$ cat config.mk
export PLATFORM = sky130hd
export DESIGN_NAME = uart_tx_engine
export DESIGN_NICKNAME = d
export VERILOG_FILES = /design/src/rtl/uart_pkg.sv /design/src/rtl/uart_bit_timer.sv /design/src/rtl/uart_tx_engine.sv
export SDC_FILE = /design/constraint.sdc
export NUM_CORES = 1
export LEC_CHECK = 0
export ABC_AREA = 1
export CAP_MARGIN = 40
export CORE_ASPECT_RATIO = 0.5
export CORE_MARGIN = 10
export CORE_UTILIZATION = 30
export CTS_CLUSTER_DIAMETER = 150
export DETAILED_ROUTE_END_ITERATION = 12
export PLACE_DENSITY = 0.51
export REMOVE_ABC_BUFFERS = 1
export SLEW_MARGIN = 15
export SYNTH_ARGS = -nofsm -noshare
export SYNTH_HDL_FRONTEND = slang
export SYNTH_SLANG_ARGS = --single-unit
$ cat constraint.sdc
create_clock -name clk_i -period 2.2 [get_ports clk_i]
set_clock_uncertainty 0.2 [all_clocks]
set_input_delay 0.33 -clock clk_i [delete_from_list [all_inputs] [get_ports clk_i]]
set_output_delay 0.33 -clock clk_i [all_outputs]
set_load 0.01 [all_outputs]
$ cat src/rtl/uart_pkg.sv
// uart_pkg: shared encodings, conf layout and data-length limits for the UART engines
package uart_pkg;
  typedef enum logic [2:0] {ST_IDLE, ST_START, ST_DATA, ST_PARITY, ST_STOP, ST_BREAK, ST_DONE} tx_state_e;
  typedef enum logic [1:0] {PAR_NONE = 2'b00, PAR_EVEN = 2'b01, PAR_ODD = 2'b10, PAR_MARK = 2'b11} parity_e;
  typedef enum logic [1:0] {STOP_1 = 2'b00, STOP_1P5 = 2'b01, STOP_2 = 2'b10, STOP_2B = 2'b11} stop_e;
  localparam int CONF_PAR_LSB = 0;
  localparam int CONF_PAR_W = 2;
  localparam int CONF_STOP_LSB = 2;
  localparam int CONF_STOP_W = 2;
  localparam int CONF_LEN_LSB = 4;
  localparam int CONF_LEN_W = 4;
  localparam logic [3:0] DATA_LEN_MIN = 4'd5;
  localparam logic [3:0] DATA_LEN_MAX = 4'd15;
  function automatic logic [3:0] clamp_len(input logic [3:0] len, input logic [3:0] max_len);
    logic [3:0] hi;
    hi = max_len > DATA_LEN_MAX ? DATA_LEN_MAX : max_len;
    return len < DATA_LEN_MIN ? DATA_LEN_MIN : (len > hi ? hi : len);
  endfunction
endpackage

$ cat src/rtl/uart_bit_timer.sv
// uart_bit_timer: baud-tick counter flagging the last tick of a full bit and of a half bit
module uart_bit_timer #(
  parameter int OVERSAMPLE = 16,
  parameter int SAMPLE_COUNT_WIDTH = $clog2(OVERSAMPLE)
) (
  input  logic clk_i,
  input  logic rst_i,
  input  logic clr_i,
  input  logic tick_i,
  output logic full_o,
  output logic half_o
);
  localparam logic [SAMPLE_COUNT_WIDTH-1:0] LAST = SAMPLE_COUNT_WIDTH'(OVERSAMPLE - 1);
  localparam logic [SAMPLE_COUNT_WIDTH-1:0] HALF = SAMPLE_COUNT_WIDTH'(OVERSAMPLE / 2 - 1);
  logic [SAMPLE_COUNT_WIDTH-1:0] cnt_q, cnt_d;
  assign full_o = tick_i && cnt_q == LAST;
  assign half_o = tick_i && cnt_q == HALF;
  assign cnt_d = clr_i ? '0 : !tick_i ? cnt_q : full_o ? '0 : cnt_q + 1'b1;
  always_ff @(posedge clk_i or posedge rst_i)
    if (rst_i) cnt_q <= '0;
    else cnt_q <= cnt_d;
endmodule

$ cat src/rtl/uart_tx_engine.sv
// uart_tx_engine: configurable-format UART transmitter with parity, 1/1.5/2 stop bits and break
module uart_tx_engine
  import uart_pkg::*;
#(
  parameter int MAX_DATA_W = 9,
  parameter int OVERSAMPLE = 16,
  parameter int SAMPLE_COUNT_WIDTH = $clog2(OVERSAMPLE),
  parameter int TOTAL_CONF_WIDTH = 8
) (
  input  logic                        clk_i,
  input  logic                        rst_i,
  input  logic                        baud_en_i,
  input  logic                        tx_en_i,
  input  logic                        tx_valid_i,
  output logic                        tx_ready_o,
  input  logic [MAX_DATA_W-1:0]       tx_data_i,
  input  logic [TOTAL_CONF_WIDTH-1:0] tx_conf_i,
  input  logic                        break_i,
  output logic                        tx_done_o,
  output logic                        tx_busy_o,
  output logic                        uart_tx_o
);
  tx_state_e state_q;
  stop_e stop_q;
  logic [MAX_DATA_W-1:0] shreg_q;
  logic [3:0] len_q, bit_q, len_d;
  logic par_en_q, par_q, mark_q, tx_q, busy_q, done_q;
  logic bit_full, bit_half, timer_clr, accept, par_raw, par_d, stop_end;
  parity_e pmode;
  uart_bit_timer #(.OVERSAMPLE(OVERSAMPLE), .SAMPLE_COUNT_WIDTH(SAMPLE_COUNT_WIDTH)) u_timer (
    .clk_i(clk_i), .rst_i(rst_i), .clr_i(timer_clr), .tick_i(baud_en_i),
    .full_o(bit_full), .half_o(bit_half)
  );
  assign timer_clr = state_q inside {ST_IDLE, ST_BREAK, ST_DONE};
  assign tx_ready_o = (state_q == ST_IDLE) && tx_en_i && !break_i && !rst_i;
  assign accept = tx_valid_i && tx_ready_o;
  assign pmode = parity_e'(tx_conf_i[CONF_PAR_LSB +: CONF_PAR_W]);
  assign len_d = clamp_len(tx_conf_i[CONF_LEN_LSB +: CONF_LEN_W], 4'(MAX_DATA_W));
  assign par_raw = ^(tx_data_i & MAX_DATA_W'((32'd1 << len_d) - 32'd1));
  assign par_d = (pmode == PAR_MARK) || (par_raw ^ (pmode == PAR_ODD));
  // 1.5 stop bits end on the half-bit mark of the second stop bit
  assign stop_end = (stop_q == STOP_1 && bit_full) ||
                    (stop_q == STOP_1P5 && bit_q == 4'd1 && bit_half) ||
                    ((stop_q == STOP_2 || stop_q == STOP_2B) && bit_q == 4'd1 && bit_full);
  assign uart_tx_o = tx_q;
  assign tx_busy_o = busy_q;
  assign tx_done_o = done_q;
  always_ff @(posedge clk_i or posedge rst_i) begin
    if (rst_i) begin
      state_q  <= ST_IDLE;
      stop_q   <= STOP_1;
      shreg_q  <= '0;
      len_q    <= DATA_LEN_MIN;
      bit_q    <= '0;
      par_en_q <= 1'b0;
      par_q    <= 1'b0;
      mark_q   <= 1'b0;
      tx_q     <= 1'b1;
      busy_q   <= 1'b0;
      done_q   <= 1'b0;
    end else begin
      tx_q <= (state_q == ST_START || state_q == ST_BREAK) ? 1'b0 :
              state_q == ST_DATA ? shreg_q[0] :
              state_q == ST_PARITY ? par_q : 1'b1;
      done_q <= 1'b0;
      case (state_q)
        ST_IDLE:
          if (break_i) begin
            state_q <= ST_BREAK;
            busy_q  <= 1'b1;
          end else if (accept) begin
            state_q  <= ST_START;
            busy_q   <= 1'b1;
            shreg_q  <= tx_data_i;
            len_q    <= len_d;
            stop_q   <= stop_e'(tx_conf_i[CONF_STOP_LSB +: CONF_STOP_W]);
            par_en_q <= pmode != PAR_NONE;
            par_q    <= par_d;
            mark_q   <= 1'b0;
            bit_q    <= '0;
          end
        ST_START: if (bit_full) state_q <= ST_DATA;
        ST_DATA:
          if (bit_full) begin
            shreg_q <= shreg_q >> 1;
            bit_q   <= bit_q + 4'd1;
            if (bit_q == len_q - 4'd1) begin
              state_q <= par_en_q ? ST_PARITY : ST_STOP;
              bit_q   <= '0;
            end
          end
        ST_PARITY: if (bit_full) state_q <= ST_STOP;
        ST_STOP: begin
          if (bit_full) bit_q <= bit_q + 4'd1;
          if (stop_end) begin
            state_q <= mark_q ? ST_IDLE : ST_DONE;
            busy_q  <= 1'b0;
            done_q  <= !mark_q;
          end
        end
        // leaving break reuses the stop state as a one-bit mark without a done pulse
        ST_BREAK:
          if (!break_i) begin
            state_q <= ST_STOP;
            stop_q  <= STOP_1;
            mark_q  <= 1'b1;
            bit_q   <= '0;
          end
        ST_DONE: state_q <= ST_IDLE;
        default: state_q <= ST_IDLE;
      endcase
    end
  end
endmodule

# Yosys cells after proc, flatten, opt, wreduce, memory -nomap -nowiden
# Cells that the tools add are included.
[op_classes]
add_sub_neg = 4
order_cmp = 2
n_eq_ne = 25
shift = 1
mux = 44
bitwise_logic = 3
reduce_logical = 35
[op_table]
columns = ["op", "count"]
rows = [
  ["4-bit 2-to-1 mux", 11],
  ["3-bit 2-to-1 mux", 10],
  ["9-bit 2-to-1 mux", 3],
  ["3-bit one-hot mux with 6 select lines", 1],
  ["9-bit one-hot mux with 2 select lines", 1],
  ["2-bit != test (second input constant)", 8],
  ["4-bit one-hot mux with 4 select lines", 1],
  ["1-bit logical AND", 11],
  ["1-bit 2-to-1 mux", 11],
  ["2-bit nonzero test", 5],
  ["9-bit bitwise AND", 1],
  ["3-bit == test (second input constant)", 3],
  ["9-bit XOR reduction", 1],
  ["1-bit by 4-bit left shift with 9-bit output (first input constant)", 1],
  ["9-bit by 1-bit subtractor with 9-bit output (second input constant)", 1],
  ["4-bit by 1-bit adder with 4-bit output (second input constant)", 2],
  ["2-bit == test (second input constant)", 4],
  ["4-bit AND reduction", 2],
  ["7-bit AND reduction", 1],
  ["3-bit by 2-bit == test with 1-bit output (second input constant)", 2],
  ["2-bit 2-to-1 mux", 3],
  ["3-bit AND reduction", 2],
  ["6-bit AND reduction", 1],
  ["1-bit logical OR", 5],
  ["other kinds (20)", 23],
]
[word_totals]
regBits = 32
inputBits = 23
wordCells = 126

# Longest topological paths before layout
[logic_depth]
depth_word = 9
depth_mapped = 15
ltp_nobuf = 15

# Cells and area by module
# Synthesis repeated with hierarchy kept, for this count alone.
[unflattened]
hier_cells = 296
area_unflattened_um2 = 2088.3
[modules_own_cells]
columns = ["mod", "n_inst", "cells_per_inst", "area_each_um2", "seq_area_each_um2"]
rows = [
  ["uart_tx_engine", 1, 263, 1860.5, 704.4],
  ["uart_bit_timer", 1, 33, 227.7, 100.1],
]

# Worst setup path before layout
# No wires, ideal clock.
[synth_timing]
path_type = "in2reg"
from = "in rst_i"
to = "reg shreg_q[8]"
arrival_ps = 2091
setup_slack_ps = -167
stages = 8
path_cell_list = "inv_1 > nand3_1 > nor3_4 > inv_2 > a21oi_4 > buf_6 > nand3_1 > o21ai_1"
[synth_between]
elab_chain_len = 5
[synth_rtl]
columns = ["element", "line", "source"]
rows = [
  ["start, declared", "uart_tx_engine.sv:11", "input logic rst_i,"],
  ["1-bit logical NOT (no line)", "-", ""],
  ["1-bit logical AND", "uart_tx_engine.sv:35", "assign tx_ready_o = (state_q == ST_IDLE) && tx_en_i && !break_i && !rst_i;"],
  ["1-bit logical AND", "uart_tx_engine.sv:36", "assign accept = tx_valid_i && tx_ready_o;"],
  ["2-bit != test (no line)", "-", ""],
  ["4-bit AND reduction (no line)", "-", ""],
  ["end signal, assigned", "uart_tx_engine.sv:74", "shreg_q <= tx_data_i;"],
  ["end signal, assigned", "uart_tx_engine.sv:85", "shreg_q <= shreg_q >> 1;"],
  ["end, declared", "uart_tx_engine.sv:25", "logic [MAX_DATA_W-1:0] shreg_q;"],
]
# No other way between the ends.
# A chain may end at the register's enable or synchronous reset.

# Final worst setup path
[layout_timing]
from = "reg len_q[0]"
to = "reg state_q[2]"
[layout_between]
elab_chain_len = 4
[layout_rtl]
columns = ["element", "line", "source"]
rows = [
  ["start, declared", "uart_tx_engine.sv:26", "logic [3:0] len_q, bit_q, len_d;"],
  ["start signal, assigned", "uart_tx_engine.sv:75", "len_q <= len_d;"],
  ["4-bit by 1-bit subtractor with 4-bit output", "uart_tx_engine.sv:87", "if (bit_q == len_q - 4'd1) begin"],
  ["4-bit == test", "uart_tx_engine.sv:87", ""],
  ["2-bit by 1-bit != test with 1-bit output (no line)", "-", ""],
  ["7-bit AND reduction (no line)", "-", ""],
  ["end signal, assigned", "uart_tx_engine.sv:88", "state_q <= par_en_q ? ST_PARITY : ST_STOP;"],
  ["end signal, assigned", "uart_tx_engine.sv:96", "state_q <= mark_q ? ST_IDLE : ST_DONE;"],
  ["end, declared", "uart_tx_engine.sv:23", "tx_state_e state_q;"],
]
# No other way between the ends.

==> qor.txt <==
Hold Fails Final Rpt: 0
grt total ovfl: 0
Synth Area in Compound Gates: 0.1451
crit path launch type: flop
achievable clock frequency: 0.4720 GHz
Reg2Reg Setup Slack: 0.08 ns
Die ar.: 10930 µm²
CTS root buf: clkbuf_16
initial antenna violation count: 0
vias in the first global route: 1954
Max Fanout on Critical Path: 6
Max IR drop VDD: 0.3519 mV
chip height: 79.10 µm
initial core utilization: 0.3116
cell area after synthesis: 2096 µm²
post-synth top area share: 0.3463
Seq/Total Area, Yosys: 0.3839
Reg2Reg Depth: 9
# clock sinks: 32
Pre-Repair DR Iteration Count: 4
Pwr Density: 1163 nW/µm²
final setup TNS: 0 ns
Via Count: 1944
MaxCap Viol Count: 0
hold path endpoint: mark_q
Setup CP Type: flop to flop
CP dominant cell by count: nand2_1
post-synthesis simple-gate area fraction: 0.2997
max incr delay on CP: 0.56 ns
nets: 360
status: completed
initial DRC count: 95
post-route cell area: 2709 µm²
io pins: 27
hold path start: mark_q
M1 WL: 2.610 mm
FF+latch count, synth: 32
Slew Limit Fails: 0
layout cells sized above 1: 0.1114
placed insts: 414
drt total wl: 5.266 mm
Worst EP arrival: 2.06 ns
Met2 Wirelength: 2.409 mm
clock tree buffer depth: 2
Synth Area in Adders: 0.02985
worst min path class: flop to flop
DP Area: 2529 µm²
cell accounting for the most synthesized area: dfrtp_1
CTS buffer count: 5
largest family of logic cells by synthesized area: simple AND/OR/NAND/NOR gates
DR WL met3: 199 µm
Synth Area in XOR/XNOR: 0.02925
Clock H-tree levels: 2
DR WL/cell: 12.42 µm
area added between synthesis and finish: 29.25%
highest routed layer: met4
cells along the critical path: inv_2, ha_4, nand2_1, a22oi_1, nand3_1, nand2_1, nand3b_1, nand2_1, o21ai_0
TritonCTS clock tree: yes
first-pass GRT wire length: 8.963 mm
Post-Layout Cell Count: 424
Final Total Pwr: 3.149 mW
required time of the critical path: 2.14 ns
hold depth: 2
synth warn: 0
largest net degree at the start of global routing: 33
later-pin clock latency in the skew report: 0.27 ns
Area contributors post-synth: dfrtp_1, nand2_1, inv_1
R2R Path End: state_q[2]
DRC: 0
PortBufs: 26
RD Place Congestion: 0.8148
Routed Antenna Nets: 0
n_diodes: 0
Clock transition at path regs: 0.05 ns
P_leak: 1.308 nW
CP max-delay cell: dfstp_2
post-DP HPWL: 4.023 mm
multiplexer share of the synthesized area: 0.004776
Final setup viols: 0
Total Routing Usage GR: 0.09601
post-layout min period: 2.119 ns
library cells used by synthesis: 36
Core Area: 6726 µm²
reg2reg start: len_q[0]
Worst setup EP type: flop
period utilization: 0.9630
Via density: 4.585
synthesized instance count: 291
row count: 21
Synth Area per Inst: 7.202 µm²
Die X: 138.2 µm
cell usage after synthesis:
cell type	n
inv_2	3
a22oi_1	1
inv_1	47
buf_2	3
nand2_4	1
o21a_1	1
o31ai_1	1
nor2_4	1
ha_1	5
nor3_4	1
nor4_4	1
nand2_2	2
nand3_1	26
a31oi_1	1
nor2_2	1
mux2i_1	1
o22ai_1	3
dfrtp_1	29
o21ai_1	3
a21oi_1	6
buf_6	1
nand2_1	73
clkbuf_1	2
xnor2_1	4
nor2_1	26
conb_1	1
o211ai_1	10
o21ai_0	18
nor3b_1	1
nand3b_1	2
a21oi_4	1
a211oi_1	3
dfstp_2	3
nor3_1	5
xor2_1	3
o21bai_1	1
final cells by class:
cell class              count  area [µm²]
clock inverters             1       5.005
fillers                   702        4018
flip-flops and latches     32       805.8
clock buffers               6       128.9
inverters                  50       187.7
repair buffers             39       372.9
well taps                  92       115.1
multi-input cells         204        1094
logic make-up after synthesis:
group                    Yosys count
AND/OR/NAND/NOR                  140
buffers and inverters             56
AO/OA/AOI/OAI                     49
flip-flops                        32
XOR/XNOR                           7
adder cells (fa/ha/maj)            5
other                              1
multiplexers                       1
metrics by stage:
step / setup WS (ns) / hold WS [ns] / util
2_1_floorplan: -0.3598 / 0.2235 / -
3_3_place_gp: 0.04687 / 0.2597 / 0.3759
3_5_place_dp: -0.02020 / 0.2649 / 0.3759
4_1_cts: 0.01585 / 0.2733 / 0.3969
5_1_grt: -0.002233 / 0.3185 / 0.4027
6_report: 0.08138 / 0.2713 / 0.4027
sequential cells by signal (all words and copies together) (netlist names), 2 cells and up:
register / cells
state_q: 3
bit_q: 4
stop_q: 2
u_timer.cnt_q: 4
len_q: 4
shreg_q: 9
cells in the final DEF (no fill, tap or decap), drive strengths merged:
cell type,netlist,routed
nand2,76,76
inv,50,50
dfrtp,29,29
nor2,28,28
nand3,26,26
clkdlybuf4s50,0,25
o21ai,21,21
buf,4,13
o211ai,10,10
a21oi,7,7
nor3,6,6
clkbuf,2,6
ha,5,5
xnor2,4,4
a211oi,3,3
xor2,3,3
o22ai,3,3
dfstp,3,3
nand3b,2,2
conb,1,2
a22oi,1,1
o31ai,1,1
mux2i,1,1
o21a,1,1
nor4,1,1
o21bai,1,1
a31oi,1,1
nor3b,1,1
clkinv,0,1
dlymetal6s2s,0,1
worst max-delay path, delay by kind of cell, from the launching register on:
kind / cells / cell delay, ns
fa+ha+maj: 1 / 0.26
simple gates: 5 / 0.65
flops: 1 / 0.56
buf+inv: 1 / 0.06
compound gates: 2 / 0.27
power breakdown:
group / internal (mW) / leakage, nW / total (mW) / switching (mW)
combinational: 0.615 / 0.845 / 1.47 / 0.853
sequential: 0.861 / 0.397 / 1.03 / 0.168
clock: 0.411 / 0.0667 / 0.653 / 0.242
what timing repair did:
item	in CTS	in global routing
hold buffers	0	0
resized for setup	0	6
pin swaps	1	5
setup buffers	1	2
endpoints found under the setup margin	1	4
routing by layer:
metal / vias to the layer above / track usage
met2: 33 / 0.1558
li1: 1015 / -
met4: 0 / 0.02929
met3: 4 / 0.02375
met1: 892 / 0.1239
met5: - / 0
how the worst max path moves through the flow:
stage	end	depth (start not counted)	slack, ns	start
2_1_floorplan	shreg_q[6]	7	-0.36	rst_i
3_3_place_gp	state_q[2]	9	0.05	baud_en_i
3_5_place_dp	par_q	12	-0.02	tx_conf_i[7]
4_1_cts	state_q[2]	10	0.02	len_q[0]
5_1_grt	state_q[1]	9	-0.002	len_q[0]
6_report	state_q[2]	9	0.08	len_q[0]
No activity file was read; power rests on OpenSTA's default activity.
